## config.mk

```make
export PLATFORM = sky130hd
export DESIGN_NAME = poa_round_scheduler
export DESIGN_NICKNAME = d
export VERILOG_FILES = /design/src/rtl/poa_pkg.sv /design/src/rtl/poa_slot_timer.sv /design/src/rtl/poa_round_scheduler.sv
export SDC_FILE = /design/constraint.sdc
export NUM_CORES = 2
export LEC_CHECK = 0
export CAP_MARGIN = 40
export CORE_AREA = 2 2 360 362
export DETAILED_ROUTE_END_ITERATION = 6
export DIE_AREA = 0 0 362 364
export GPL_TIMING_DRIVEN = 0
export HOLD_SLACK_MARGIN = 0.06
export PLACE_DENSITY = 0.61
export SYNTH_ARGS = -nofsm -noshare
export SYNTH_HDL_FRONTEND = slang
export SYNTH_SLANG_ARGS = --single-unit
```

## constraint.sdc

```tcl
create_clock -name clk -period 6.3 [get_ports clk]
set_clock_uncertainty 0.2 [all_clocks]
set_input_delay 1.26 -clock clk [delete_from_list [all_inputs] [get_ports clk]]
set_output_delay 1.26 -clock clk [all_outputs]
set_load 0.01 [all_outputs]
```

## src/rtl/poa_pkg.sv

```systemverilog
// Shared types and constants for the proof-of-authority round scheduler.
package poa_pkg;

  typedef struct packed {
    logic [255:0] prev_hash;
    logic [31:0]  timestamp;
    logic [255:0] block_hash;
  } block_content_input;

  localparam int NUM_TABLE = 3;

  // Authorized signer IDs, indexed by turn.
  localparam logic [NUM_TABLE-1:0][31:0] VALIDATORS = {32'd3, 32'd2, 32'd1};

  localparam logic [1:0] REJ_NONE      = 2'd0;
  localparam logic [1:0] REJ_PREV_HASH = 2'd1;
  localparam logic [1:0] REJ_STALE_TS  = 2'd2;
  localparam logic [1:0] REJ_NO_SIGNER = 2'd3;

endpackage

```

## src/rtl/poa_slot_timer.sv

```systemverilog
// Per-slot signature timeout: down-counter that flags the last cycle of a slot.
module poa_slot_timer #(
  parameter int TIMEOUT_CYCLES = 16
) (
  input  logic clk,
  input  logic reset,
  input  logic clr,
  input  logic en,
  output logic expired
);

  localparam int W = (TIMEOUT_CYCLES > 1) ? $clog2(TIMEOUT_CYCLES) : 1;
  localparam logic [W-1:0] LOAD = W'(TIMEOUT_CYCLES - 1);

  logic [W-1:0] count;

  assign expired = en && (count == '0);

  always_ff @(posedge clk) begin
    if (reset || clr || expired) count <= LOAD;
    else if (en)                 count <= count - 1'b1;
  end

endmodule

```

## src/rtl/poa_round_scheduler.sv

```systemverilog
// Round-robin PoA block scheduler: validates a proposal, collects one signature
// from the validator whose turn it is, and appends the block to the chain tip.
//
// state     | meaning
// IDLE      | waiting for a proposal (prop_ready=1)
// CHECK     | prev-hash / timestamp validation of the captured proposal
// SIGN_WAIT | requesting a signature from VALIDATORS[turn]
// COMMIT    | commit pulse visible, chain registers already updated
module poa_round_scheduler
  import poa_pkg::*;
#(
  parameter int           NUM_VALIDATORS = 3,
  parameter int           TIMEOUT_CYCLES = 16,
  parameter logic [255:0] GENESIS_HASH   = 256'habc123456
) (
  input  logic               clk,
  input  logic               reset,
  input  logic               prop_valid,
  output logic               prop_ready,
  input  block_content_input prop_content,
  output logic               sign_req,
  output logic [31:0]        sign_id,
  input  logic               sign_ack,
  input  logic [31:0]        sign_ack_id,
  output logic               commit_valid,
  output logic [255:0]       commit_hash,
  output logic [31:0]        commit_height,
  output logic [31:0]        commit_validator,
  output logic               reject,
  output logic [1:0]         reject_code
);

  localparam logic [1:0] S_IDLE      = 2'd0;
  localparam logic [1:0] S_CHECK     = 2'd1;
  localparam logic [1:0] S_SIGN_WAIT = 2'd2;
  localparam logic [1:0] S_COMMIT    = 2'd3;

  localparam int TW = (NUM_VALIDATORS > 1) ? $clog2(NUM_VALIDATORS) : 1;
  localparam int SW = $clog2(NUM_VALIDATORS + 1);

  logic [1:0]         state;
  block_content_input prop;
  logic [TW-1:0]      turn;
  logic [SW-1:0]      skips;
  logic [255:0]       last_hash;
  logic [31:0]        last_ts;
  logic [31:0]        height;
  logic               ack_ok;
  logic               expired;

  function automatic logic [TW-1:0] next_turn(input logic [TW-1:0] t);
    return (t == TW'(NUM_VALIDATORS - 1)) ? '0 : t + 1'b1;
  endfunction

  assign prop_ready    = (state == S_IDLE);
  assign sign_req      = (state == S_SIGN_WAIT);
  assign sign_id       = sign_req ? VALIDATORS[turn] : 32'd0;
  assign ack_ok        = sign_req && sign_ack && (sign_ack_id == sign_id);
  assign commit_hash   = last_hash;
  assign commit_height = height;

  // A matching ack holds the timer, so an ack on the expiring cycle never skips.
  poa_slot_timer #(.TIMEOUT_CYCLES(TIMEOUT_CYCLES)) u_slot_timer (
    .clk     (clk),
    .reset   (reset),
    .clr     (state != S_SIGN_WAIT),
    .en      (sign_req && !ack_ok),
    .expired (expired)
  );

  always_ff @(posedge clk) begin
    if (reset) begin
      state            <= S_IDLE;
      prop             <= '0;
      turn             <= '0;
      skips            <= '0;
      height           <= '0;
      last_hash        <= GENESIS_HASH;
      last_ts          <= '0;
      commit_valid     <= 1'b0;
      commit_validator <= '0;
      reject           <= 1'b0;
      reject_code      <= REJ_NONE;
    end else begin
      commit_valid <= 1'b0;
      reject       <= 1'b0;
      reject_code  <= REJ_NONE;
      case (state)
        S_IDLE: begin
          if (prop_valid) begin
            prop  <= prop_content;
            state <= S_CHECK;
          end
        end
        S_CHECK: begin
          skips <= '0;
          if (prop.prev_hash != last_hash) begin
            reject      <= 1'b1;
            reject_code <= REJ_PREV_HASH;
            state       <= S_IDLE;
          end else if (prop.timestamp <= last_ts) begin
            reject      <= 1'b1;
            reject_code <= REJ_STALE_TS;
            state       <= S_IDLE;
          end else begin
            state <= S_SIGN_WAIT;
          end
        end
        S_SIGN_WAIT: begin
          // Chain registers update on the way into COMMIT so the pulse shows the new tip.
          if (ack_ok) begin
            commit_valid     <= 1'b1;
            commit_validator <= sign_id;
            last_hash        <= prop.block_hash;
            last_ts          <= prop.timestamp;
            height           <= height + 1'b1;
            turn             <= next_turn(turn);
            state            <= S_COMMIT;
          end else if (expired) begin
            turn  <= next_turn(turn);
            skips <= skips + 1'b1;
            if (skips == SW'(NUM_VALIDATORS - 1)) begin
              reject      <= 1'b1;
              reject_code <= REJ_NO_SIGNER;
              state       <= S_IDLE;
            end
          end
        end
        default: state <= S_IDLE;
      endcase
    end
  end

endmodule

```

## Word-level counts from Yosys, hierarchy flattened

Index checks and enable logic that the tools add are counted.

- Flip-flop bits (word level): 910
- Input bits: 580
- Output and inout port bits: 358

- Add/subtract/negate cells: 4
- Magnitude comparators: 2
- Equal/unequal tests: 12
- Muxes and demuxes: 29
- Bitwise operators: 1
- Reductions and logical operators: 17

Operators by type and width:

| cell | number |
|---|---|
| 256-bit != test | 1 |
| 32-bit binary-select mux with 2-bit select | 1 |
| 32-bit 2-to-1 mux | 2 |
| 32-bit by 1-bit adder with 32-bit output, second input constant | 1 |
| 32-bit equality test | 1 |
| 32-bit less-or-equal comparator | 1 |
| 2-bit 2-to-1 mux | 16 |
| 2-bit case mux with 2 select lines | 2 |
| 2-bit equality test, second input constant | 3 |
| 1-bit 2-to-1 mux | 6 |
| 2-bit != test, second input constant | 3 |
| 3-bit by 1-bit != test with 1-bit output, second input constant | 2 |
| 2-bit case mux with 3 select lines | 1 |
| 2-bit AND reduction | 3 |
| 3-bit AND reduction | 2 |
| 2-bit by 1-bit adder with 2-bit output, second input constant | 2 |
| 1-bit logical AND | 4 |
| 4-bit zero test | 1 |
| 2-bit nonzero test | 2 |
| 4-bit by 1-bit subtractor with 4-bit output, second input constant | 1 |
| 2-bit by 3-bit < comparator with 1-bit output, second input constant | 1 |
| 2-bit by 1-bit equality test with 1-bit output, second input constant | 1 |
| 2-bit zero test | 1 |
| 1-bit logical OR | 2 |
| 5 further kinds | 5 |

## Longest topological paths before layout

- Depth after elaboration: 11
- Gate-level depth with buffers: 13

## Cells and area by module

Synthesis repeated with hierarchy kept, for this count alone.

- Cell total of the unflattened synthesis: 4410
- Area, all modules: 34653.2 um2

Modules (own cells, without submodules):

| module | instances | cells each | area each (um2) | sequential area each (um2) |
|---|---|---|---|---|
| poa_round_scheduler | 1 | 4389 | 34428.0 | 17536.8 |
| poa_slot_timer | 1 | 21 | 225.2 | 80.1 |

## Worst setup path after synthesis

Ideal clock, no wire load.

- Path kind: input to register
- From: input port sign_ack_id[10]
- To: register height[22] (netlist: commit_height[22])
- Library setup time: 128 ps
- Data arrival time: 3338 ps
- Required time: 5972 ps
- Slack: 2634 ps
- Stages: 10
- Path through: nor4_1 -> nand4_1 -> or4_1 -> buf_2 -> or4_1 -> buf_2 -> buf_6 -> nor3_2 -> xnor2_1 -> nor2_1

- Longest elaborated chain between the ends: 3

Ends and longest elaborated chain:

| what | line | text |
|---|---|---|
| start, declared | poa_round_scheduler.sv:24 | `input logic [31:0] sign_ack_id,` |
| 32-bit equality test | poa_round_scheduler.sv:58 | `assign ack_ok = sign_req && sign_ack && (sign_ack_id == sign_id);` |
| 1-bit logical AND | poa_round_scheduler.sv:58 |  |
| 2-bit AND reduction (no source line) | n/a |  |
| end signal, assigned | poa_round_scheduler.sv:116 | `height <= height + 1'b1;` |
| end, declared | poa_round_scheduler.sv:47 | `logic [31:0] height;` |

Every way passes these cells.
A chain may end at the register's enable or synchronous reset.

## Final worst setup path

- From: input port sign_ack_id[6]
- To: register last_hash[191] (netlist: commit_hash[191])

- Longest elaborated chain between the ends: 3

Ends and longest elaborated chain:

| what | line | text |
|---|---|---|
| 32-bit equality test | poa_round_scheduler.sv:58 |  |
| 1-bit logical AND | poa_round_scheduler.sv:58 |  |
| 2-bit AND reduction (no source line) | n/a |  |
| end signal, assigned | poa_round_scheduler.sv:114 | `last_hash <= prop.block_hash;` |
| end, declared | poa_round_scheduler.sv:45 | `logic [255:0] last_hash;` |

Every way passes these cells.

==> load_flow_metrics.sql <==
INSERT INTO impl_metrics (metric_group, metric, value, unit) VALUES
('global_routing', 'grt_first_pass_wirelength', '246000', 'µm'),
('placed_design', 'placed_cells', '7099', ''),
('cts', 'cts_hold_repair.buffers', '0', ''),
('placed_design', 'globalplace.congestion', '0.912', ''),
('floorplan', 'initial_core_utilization', '27.0', '%'),
('detailed_routing', 'drt-vias-per-instance', '4.74', ''),
('detailed_routing', 'wl_per_cell', '25.3', 'µm'),
('sta', 'timing.setup.tns', '0', 'ns'),
('sta', 'fmax', '0.219', 'GHz'),
('power_and_ir_drop', 'ir_drop', '163', 'µV'),
('floorplan', 'placeableCoreArea', '128000', 'µm²'),
('global_routing', 'antenna_violations_before_repair', '52', ''),
('cts', 'cts_tree', 'yes', ''),
('final_layout', 'final-instance-count-excl-fill', '7311', ''),
('setup_path', 'cp_common_cell', 'clkbuf_1', ''),
('detailed_routing', 'via_count', '34600', ''),
('floorplan', 'chip_width', '362', 'µm'),
('synth', 'post-synth-top-area-fraction', '50.9', '%'),
('cts', 'clkSinkCount', '880', ''),
('floorplan', 'dieHeight', '364', 'µm'),
('placed_design', 'place.detailed.hpwl', '154000', 'µm'),
('power_and_ir_drop', 'power.density', '272', 'nW/µm²'),
('setup_path', 'cp.arrival', '4.98', 'ns'),
('setup_path', 'cp.required', '6.71', 'ns'),
('power_and_ir_drop', 'report.power.total', '13.5', 'mW'),
('global_routing', 'pin_count_of_the_biggest_net_entering_global_routing', '14', ''),
('synth', 'top_cell_type_by_total_area_after_synthesis', 'dfxtp_1', ''),
('cts', 'h-tree-depth', '3', ''),
('setup_path', 'setup.worst_path.end_class', 'flip-flop', ''),
('final_layout', 'layout.nets', '6148', ''),
('synth', 'synth_most_common_cell', 'nand2_1', ''),
('cts', 'worstSkewPairLatency', '0.68', 'ns'),
('outcome', 'status', 'finished clean', ''),
('synth', 'ys_ff_latch', '880', ''),
('sta', 'layout_min_cycle_time', '4.57', 'ns'),
('detailed_routing', 'drt.antenna.violating_nets', '0', ''),
('floorplan', 'die_area', '132000', 'µm²'),
('sta', 'finalCritPeriodShare', '72.5', '%'),
('sta', 'grt_setup_unrepaired', 'no', ''),
('sta', 'slew_headroom', '29.8', '%'),
('detailed_routing', 'totalWireLength', '185000', 'µm'),
('placed_design', 'numPortBuffers', '876', ''),
('synth', 'synthesized_area_per_cell', '7.82', 'µm²'),
('global_routing', 'grtUsageTotal', '26.8', '%'),
('detailed_routing', 'drt_first_pass_iters', '5', ''),
('synth', 'synthCells', '4422', ''),
('setup_path', 'critPathMaxFanout', '10', ''),
('cts', 'cts_root_buf', 'clkbuf_16', ''),
('synth', 'yosys.cell_types.count', '43', ''),
('synth', 'number_of_flops_mapped_to_enable_cells_by_yosys', '0', ''),
('hold_path', 'hold_class', 'flip-flop to flip-flop', ''),
('job', 'cap_viol_max_count', '0', ''),
('synth', 'synthTopCellsByArea', 'dfxtp_1 (51%), nand2_1 (18%), a21oi_1 (12%)', ''),
('setup_path', 'maximum_single_stage_delay_on_the_critical_path', '0.64', 'ns'),
('global_routing', 'grt-busiest-layer', 'met2', ''),
('sta', 'final_hold_viol_count', '0', ''),
('synth', 'synth_sequential_area_ratio', '50.9', '%'),
('power_and_ir_drop', 'power_leakage', '17.9', 'nW'),
('placed_design', 'placement.setup.worst_slack', '0.472', 'ns'),
('sta', 'slew_viol_final', '0', ''),
('cts', 'post_cts_resize_count', '0', ''),
('global_routing', 'overflow', '0', ''),
('placed_design', 'placedInstanceArea', '46400', 'µm²'),
('final_layout', 'final_cell_area', '49900', 'µm²'),
('synth', 'synth.cell_area', '34600', 'µm²'),
('global_routing', 'first_global_vias', '32800', ''),
('setup_path', 'worst-setup-path-type', 'input port to flip-flop', ''),
('setup_path', 'crit_chain', 'clkdlybuf4s50_1 > nor4_1 > nand4_1 > nor4_2 > clkbuf_4 > clkbuf_1 > buf_8 > clkbuf_1 > buf_6 > clkbuf_1 > nand2_1 > a21oi_1', ''),
('cts', 'cts_buffers', '97', ''),
('floorplan', 'std_cell_rows', '132', ''),
('synth', 'ys_warn_count', '0', '');
per-layer routing:
layer  vias up  routed length, µm
li1      16500                  -
met1     16400              75400
met2      1449              90400
met3       254              14000
met4        18               5220
met5         -                115
state kept, by name, summed over array words and instances, names as in the netlist, 2 cells and up:
signal / flops
last_ts: 32
prop: 544
turn: 2
commit_height: 32
commit_hash: 256
state: 2
u_slot_timer.count: 4
reject_code: 2
skips: 2
commit_validator: 2
kinds of logic after synthesis:
| family | share of synthesized area, % |
|---|---|
| AOI/OAI and AO/OA | 13.0 |
| xor gates and xnor gates | 6.99 |
| adders and majority gates | 1.59 |
| buffers and inverters | 5.09 |
| DFF | 50.9 |
| muxes | 0.0579 |
| other | 0.0108 |
| and+or+nand+nor | 22.4 |
layout make-up:
class / count / area (µm²)
buffer: 350 / 1560
clock buffer: 142 / 2920
tap: 1675 / 2100
fill: 13200 / 78500
multi-input combinational: 3196 / 15400
timing repair buffer: 944 / 9490
sequential: 880 / 17600
clock inverter: 38 / 447
inverter: 55 / 206
antenna: 31 / 77.6
through the flow:
stage	hold slack [ns]	utilization, %
floorplan	0.232	-
global placement	0.238	35.6
detailed placement	0.245	36.2
CTS	0.242	38.8
global route	0.260	38.8
finish	0.246	38.8
final timing paths:
kind,from,end,slack (ns),depth (start not counted)
max,sign_ack_id[6],commit_hash[191],1.73,12
min,prop[187],commit_hash[187],0.25,2
max reg2reg,state[0],commit_hash[191],2.19,14
min reg2reg,prop[187],commit_hash[187],0.25,2
placed cells by master, fill, tap and decap left out, types with 7 or more instances in the layout:
master,count
a21oi_1,842
and3_1,8
buf_1,10
buf_2,8
buf_4,80
buf_6,26
buf_8,17
bufinv_16,7
clkbuf_1,286
clkbuf_16,99
clkbuf_8,28
clkdlybuf4s50_1,876
clkinv_2,16
conb_1,60
dfxtp_1,880
diode_2,31
ha_1,44
inv_1,54
nand2_1,1699
nand3_1,35
nand4_1,74
nor2_1,41
nor4_1,39
o21ai_0,14
xnor2_1,197
xor2_1,78
report_power, final:
part | internal (mW) | switching [mW]
clock network | 3.51 | 2.49
registers | 5.79 | 0.152
logic | 0.672 | 0.924
total | 9.98 | 3.56
worst max-delay path: cells and delay by family:
| family | cells | cell delay, ns |
|---|---|---|
| buffers and inverters | 7 | 2.33 |
| AND/OR/NAND/NOR | 4 | 1.21 |
| AO/OA/AOI/OAI | 1 | 0.16 |
No activity file was read; power rests on OpenSTA's default activity.
